==> src/rtl/lanes_deserializer_multi.sv <==
// Multi-lane serial-to-parallel deserializer with a per-frame width latch.
// Provides a single-word valid/ready holding register, a sticky overflow flag and a descrambler-reset pulse.
module lanes_deserializer_multi #(
  parameter int NUM_LANES = 2,
  parameter int MAX_W     = 132,
  parameter int W_GEN4    = 8,
  parameter int W_GEN3    = 132,
  parameter int W_GEN2    = 66
) (
  input  logic                       clk,
  input  logic                       rst,
  input  logic                       enable,
  input  logic [1:0]                 gen_speed,
  input  logic [NUM_LANES-1:0]       lane_rx_in,
  output logic [NUM_LANES*MAX_W-1:0] lane_rx_out,
  output logic                       out_valid,
  input  logic                       out_ready,
  output logic                       descr_rst,
  output logic                       overflow,
  output logic [7:0]                 cur_width
);

  localparam int LW = NUM_LANES * MAX_W;

  logic [LW-1:0] shift_p0;
  logic [LW-1:0] word_next;
  logic [7:0]    cnt;
  logic [7:0]    width_q;
  logic [7:0]    w_eff;
  logic          last;

  function automatic logic [7:0] width_sel(input logic [1:0] gs);
    case (gs)
      2'b01:   return 8'(W_GEN3);
      2'b10:   return 8'(W_GEN2);
      default: return 8'(W_GEN4);
    endcase
  endfunction

  // At frame start the width comes straight from gen_speed; afterwards from the latch.
  always_comb begin
    w_eff     = (cnt == 8'd0) ? width_sel(gen_speed) : width_q;
    last      = enable && (cnt == w_eff - 8'd1);
    descr_rst = enable && (cnt == w_eff - 8'd2);
    word_next = '0;
    for (int i = 0; i < NUM_LANES; i++) begin
      word_next[i*MAX_W +: MAX_W] =
        ((cnt == 8'd0) ? {MAX_W{1'b0}} : shift_p0[i*MAX_W +: MAX_W]) |
        ({{(MAX_W-1){1'b0}}, lane_rx_in[i]} << cnt);
    end
  end

  assign cur_width = width_q;

  // Stage p0 -> output: capture one bit per lane, hand off completed words.
  always_ff @(posedge clk or posedge rst) begin
    if (rst) begin
      shift_p0    <= '0;
      cnt         <= 8'd0;
      lane_rx_out <= '0;
      out_valid   <= 1'b0;
      overflow    <= 1'b0;
      width_q     <= 8'(W_GEN4);
    end else if (!enable) begin
      shift_p0    <= '0;
      cnt         <= 8'd0;
      lane_rx_out <= '0;
      out_valid   <= 1'b0;
      overflow    <= 1'b0;
    end else begin
      shift_p0 <= word_next;
      if (cnt == 8'd0)
        width_q <= w_eff;
      if (last) begin
        cnt <= 8'd0;
        if (!out_valid || out_ready) begin
          lane_rx_out <= word_next;
          out_valid   <= 1'b1;
        end else begin
          overflow <= 1'b1;
        end
      end else begin
        cnt <= cnt + 8'd1;
        if (out_valid && out_ready)
          out_valid <= 1'b0;
      end
    end
  end

endmodule

==> config.mk <==
export PLATFORM = sky130hd
export DESIGN_NAME = lanes_deserializer_multi
export DESIGN_NICKNAME = d
export VERILOG_FILES = /design/src/rtl/lanes_deserializer_multi.sv
export SDC_FILE = /design/constraint.sdc
export NUM_CORES = 1
export LEC_CHECK = 0
export ABC_AREA = 1
export BUFFER_PORTS_ARGS = -buffer_cell sky130_fd_sc_hd__buf_2
export CAP_MARGIN = 25
export CORE_MARGIN = 2
export CORE_UTILIZATION = 50
export DETAILED_ROUTE_END_ITERATION = 16
export GPL_TIMING_DRIVEN = 1
export HOLD_SLACK_MARGIN = 0.15
export PLACE_DENSITY = 0.7
export SETUP_SLACK_MARGIN = 0.15
export SLEW_MARGIN = 15
export SYNTH_ARGS = -nofsm -noshare
export SYNTH_HDL_FRONTEND = slang
export SYNTH_SLANG_ARGS = --single-unit
==> constraint.sdc <==
create_clock -name clk -period 22.1 [get_ports clk]
set_input_delay 2.21 -clock clk [delete_from_list [all_inputs] [get_ports clk]]
set_output_delay 2.21 -clock clk [all_outputs]
set_load 0.02 [all_outputs]
Yosys cells after proc, flatten, opt, wreduce, memory -nomap -nowiden
Index checks and enable logic that the tools add are counted.
{"block": "word_totals", "ff_bits": 546, "latch_bits": 0, "mem_bits_rw": 0, "rom_bits": 0, "in_bits": 8, "out_inout_bits": 275, "wordCells": 49, "n_memories": 0}
{"block": "classes", "addsub": 3, "n_mul": 0, "div_mod_pow": 0, "order_cmp": 0, "eq_ne": 9, "n_shift": 2, "n_mux": 17, "bitwise_logic": 2, "reduce_logical": 10}
{"operator": "two-way mux 264 bit", "n": 4}
{"operator": "two-way mux 132 bit", "n": 2}
{"operator": "OR 132 bit", "n": 2}
{"operator": "<< shifter 1 x 8 -> 132 bit", "n": 2}
{"operator": "two-way mux 8 bit", "n": 3}
{"operator": "equality test 8 bit", "n": 2}
{"operator": "one-hot mux 8 bit (2 select lines)", "n": 1}
{"operator": "adder 8 x 1 -> 8 bit (second input constant)", "n": 1}
{"operator": "logical NOT 8 bit", "n": 1}
{"operator": "AND reduction 2 bit", "n": 4}
{"operator": "subtractor 8 x 1 -> 8 bit (second input constant)", "n": 1}
{"operator": "subtractor 8 x 2 -> 8 bit (second input constant)", "n": 1}
{"operator": "two-way mux 1 bit", "n": 7}
{"operator": "!= test 2 x 1 -> 1 bit (second input constant)", "n": 2}
{"operator": "logical AND 1 bit", "n": 3}
{"operator": "!= test 3 x 1 -> 1 bit (second input constant)", "n": 1}
{"operator": "!= test 3 x 2 -> 1 bit (second input constant)", "n": 1}
{"operator": "equality test 2 x 1 -> 1 bit (second input constant)", "n": 1}
{"operator": "equality test 2 bit (second input constant)", "n": 1}
{"operator": "!= test 2 bit (second input constant)", "n": 1}
{"operator": "logical NOT 1 bit", "n": 1}
{"operator": "logical OR 1 bit", "n": 1}

Depth between registers and ports, before layout
{"block": "depth", "depth_word": 8, "ltp_mapped": 25, "depth_no_buf": 21}

Least setup slack after synthesis
OpenSTA, ideal clock, no wires.
{"block": "synth_path", "kind": "in2out", "start": "in gen_speed[0]", "end": "out descr_rst", "arrival_time_ns": 3.672, "required_time_ns": 19.890, "slack_ns": 16.218, "cell_stages": 9, "path_buffers": 0, "path_cell_list": "inv_1 -> ha_1 -> nand2_1 -> o21a_1 -> ha_1 -> xor2_1 -> xor2_1 -> o211ai_1 -> nor2_1"}
{"block": "synth_between", "elab_chain_len": 6, "word_cells_on_any_way": 7, "cone_classes": "add/sub (1); eq/ne (3); mux (2); reduce/logical (1)"}
{"item": "start: declaration", "line": "13", "source": "input logic [1:0] gen_speed,"}
{"item": "equality test 2 bit or equality test 2 x 1 -> 1 bit (tied branches)", "line": "33", "source": "case (gs)"}
{"item": "one-hot mux 8 bit (2 select lines) *", "line": "33"}
{"item": "two-way mux 8 bit *", "line": "42", "source": "w_eff = (cnt == 8'd0) ? width_sel(gen_speed) : width_q;"}
{"item": "subtractor 8 x 2 -> 8 bit *", "line": "44", "source": "descr_rst = enable && (cnt == w_eff - 8'd2);"}
{"item": "equality test 8 bit *", "line": "44"}
{"item": "logical AND 1 bit *", "line": "44"}
{"item": "end: declaration", "line": "18", "source": "output logic descr_rst,"}
Mark *: on every way between the ends. The rest lies on a longest branch, timed or not.

Worst setup path after layout
Same ends and word-level chain as after synthesis.

==> summary.txt <==
Worst setup path
  • Crit Path Class: in -> out
  • CP Launch Type: input port
  • Worst setup EP type: output pin
  • Worst Path Max Fanout: 5
  • Worst Path Arrival: 3.94 ns
  • R2R Setup Slk: 16.54 ns
  • CP required: 19.89 ns

CTS
  • CTS Buf Count: 55
  • CTS Sinks: ~550
  • CTS tree: yes
  • Clk_lat worst skew: slightly above 0.6 ns
  • CTS max path bufs: 3
  • CTS Root Cell: clkbuf_16
  • Hold-fix buffers, CTS: 0
  • CTS clk-pin slew, worst paths: 0.06 ns
  • Setup bufs post-CTS: 0
  • H-tree depth: 2
  • Resize count post-CTS: 0

Place
  • DP HPWL: 40500 µm
  • Final GP Congestion: 0.910
  • Port Buffers: 282

Synth
  • Post-synthesis adder-cell area fraction: 0.00329
  • Syn_nets: around 2700
  • Multiplexer share of the synthesized area: 0
  • Yosys synthesis warning count: 0
  • Synth Cell Area: 22800 µm²
  • Syn Inst Count: 2704
  • Simple-gate share of the synthesized area: 0.285
  • Seq cells post-synth: ~550
  • Syn avg cell area: ~8.4 µm²
  • Seq/Total Area, Yosys: 0.599
  • Xor/xnor share of the synthesized area: 0.00307
  • Compound-Gate Fraction of Synth Area: 0.0618
  • Synth unique cells: 27
  • Largest family of logic cells by synthesized area: simple AND/OR/NAND/NOR gates

Pwr
  • VDD IR max: ~0.000052 V
  • Sw Pwr: 532 µW
  • Power Dens Cells: 80.8 nW/µm²
  • Final Power: 2.13 mW
  • Sw Ratio: 0.249
  • Sequential share of power: 0.475
  • Leak: 13.8 nW
  • Cell Int Power: 1.60 mW
  • Clock power share: 0.451
  • Combinational Power Share: 0.074

Routing
  • Via Count: slightly below 20000
  • Drt pass-1 iters: 6
  • Via density: between 5 and 6
  • Routed WL: 65600 µm
  • DRT iter0 DRCs: 1728
  • # DRC: 0
  • Post-route ant nets: 0
  • DR WL/cell: 18.6 µm

Die
  • Die Wd: between 200 and 250 µm
  • Initial Utilization: 0.505
  • Die ar.: 47400 µm²
  • Top Ports: between 200 and 300
  • Row count: 78
  • Core Area: ~45000 µm²
  • Die height: between 200 and 250 µm

STA
  • Least-Margin Pin Slew: roughly 1.2 ns
  • Fmax: 163 MHz
  • Max-slew violations: 0
  • Normalized max-slew margin: 0.172
  • Final worst path period need: 6.15 ns
  • RSZ-0062 raised after global routing: no
  • Skew final: 0.0217 ns
  • Post-route setup TNS: 0 ns
  • Fin. Hold Viols: 0
  • Setup violations, final: 0
  • Tcrit/Tclk final: 0.278

Final layout
  • Multi-input logic area: 8110 µm²
  • Fraction of layout cells with a size suffix above 1: 0.143
  • Synth-to-Final Area Change: 15.6%
  • Register area: about 14000 µm²
  • Nets: between 2000 and 3000
  • Filler Cells Inserted: 4022

Min path
  • Worst Hold Class: reg -> reg

GRT
  • Total track usage: 0.277
  • Vias in the first global route: 18400
  • Grt total ovfl: 0
  • Largest net degree at the start of global routing: 230
  • Initial antenna violation count: 1
  • First-pass GRT wire length: 104000 µm

Flow run
  • Max cap viols: 0

Status
  • Outcome: completed
[cell type report]
cell class,count,area share
Antenna cell,1,0.0000949
Clock buffer,80,0.0607
Clock inverter,23,0.0102
Inverter,57,0.00868
Multi-Input combinational cell,1909,0.307
Sequential cell,546,0.518
Tap cell,600,0.0285
Timing Repair Buffer,306,0.0661
[state kept, by name, indices dropped and copies added, names as in the netlist]
| register | cells |
|---|---|
| overflow | 1 |
| cur_width | 8 |
| cnt | 8 |
| lane_rx_out | 264 |
| out_valid | 1 |
| shift_p0 | 264 |
[power groups by stage]
| stage | Combinational, mW | Clock [mW] | Sequential, mW |
|---|---|---|---|
| 5_1_grt | 0.176 | 1.02 | 1.01 |
| 3_5_place_dp | 0.156 | 0 | 1.03 |
| 2_1_floorplan | 0.117 | 0 | 1.03 |
| 4_1_cts | 0.156 | 0.974 | 1.01 |
| 3_3_place_gp | 0.152 | 0 | 1.03 |
| 6_report | 0.159 | 0.961 | 1.01 |
[stage by stage]
step	utilization	hold slack (ns)	area (µm²)	std cells	worst slack [ns]
final	0.584	0.463	26400	3522	15.95
after global routing	0.584	0.478	26400	3521	15.72
after CTS	0.581	0.469	26200	3516	15.97
after detailed placement	0.539	0.454	24400	3413	15.65
after global placement	0.538	0.449	24300	3411	15.80
after floorplan	-	0.510	22800	2704	4.63
[worst paths after layout]
check,startpoint,endpoint,depth (start not counted)
max in group asynchronous,rst,lane_rx_out[116]$_DFFE_PP0P_,3
worst min register to register,lane_rx_out[26]$_DFFE_PP0P_,lane_rx_out[26]$_DFFE_PP0P_,2
worst max register to register,cnt[3]$_DFF_PP0_,lane_rx_out[198]$_DFFE_PP0P_,20
min in group asynchronous,rst,lane_rx_out[22]$_DFFE_PP0P_,2
worst max-delay path,gen_speed[0],descr_rst,11
worst min-delay path,lane_rx_out[26]$_DFFE_PP0P_,lane_rx_out[26]$_DFFE_PP0P_,2
[cells in the mapped netlist]
library cell / number / area, µm²
ha_1: 6 / 75.1
nor2_4: 1 / 11.3
nor2_2: 2 / 12.5
buf_4: 11 / 82.6
inv_1: 49 / 184
o21ai_0: 7 / 35.0
buf_2: 40 / 200
nand2_2: 2 / 12.5
buf_6: 9 / 101
nor2_1: 167 / 627
inv_2: 7 / 26.3
o22ai_1: 1 / 6.26
nand2_4: 1 / 11.3
nand3_1: 314 / 1570
buf_8: 1 / 15.0
clkinv_1: 1 / 3.75
xor2_1: 8 / 70.1
nor3_1: 8 / 40.0
buf_1: 7 / 26.3
dfrtp_1: 545 / 13600
nand4_1: 3 / 18.8
clkbuf_1: 124 / 465
o211ai_1: 2 / 15.0
dfstp_2: 1 / 26.3
a21oi_1: 269 / 1350
o21a_1: 1 / 7.51
nand2_1: 1117 / 4190
[critical path: stages]
cell      delay, ns
buf_2          0.09
inv_1          0.04
ha_1           0.20
nand2_1        0.10
o21a_1         0.21
ha_1           0.29
xor2_1         0.21
xor2_1         0.16
o211ai_1       0.11
nor2_1         0.14
buf_2          0.18
[layer usage]
layer / wire, µm / track usage / part of all wire / vias to the layer above
met3: 4830 / 0.0453 / 0.074 / 113
met2: 30300 / 0.425 / 0.46 / 800
met4: 2140 / 0.102 / 0.033 / 0
met1: 28300 / 0.398 / 0.43 / 9450
met5: 0 / 0 / 0 / -
li1: - / - / - / 8943
[placed cells by master (no fill, tap or decap), types with 2 or more instances in the layout]
cell / Yosys / routed
ha_1: 6 / 6
a21oi_1: 269 / 269
xor2_1: 8 / 8
o211ai_1: 2 / 2
nand2_1: 1117 / 1115
inv_8: 0 / 2
inv_6: 0 / 3
clkbuf_8: 0 / 11
inv_1: 49 / 48
nand3_1: 314 / 313
clkinvlp_4: 0 / 3
clkbuf_16: 0 / 56
nand2_4: 1 / 3
nor3_1: 8 / 8
nor2_4: 1 / 3
bufinv_16: 0 / 5
buf_12: 0 / 2
clkinv_2: 0 / 11
inv_2: 7 / 7
o21ai_0: 7 / 7
clkbuf_1: 124 / 13
dfrtp_1: 545 / 545
buf_2: 40 / 282
buf_4: 11 / 15
buf_16: 0 / 6
nor2_2: 2 / 2
nand4_1: 3 / 3
nor2_1: 167 / 165
[logic make-up (layout without fill, tap and decap cells)]
family,count (synthesis),count (layout)
buffers and inverters,249,466
and+or+nand+nor,1615,1615
DFF,546,546
adders and majority gates,6,6
AOI/OAI and AO/OA,280,280
other,0,1
xor gates and xnor gates,8,8
No activity file was read; power rests on OpenSTA's default activity.
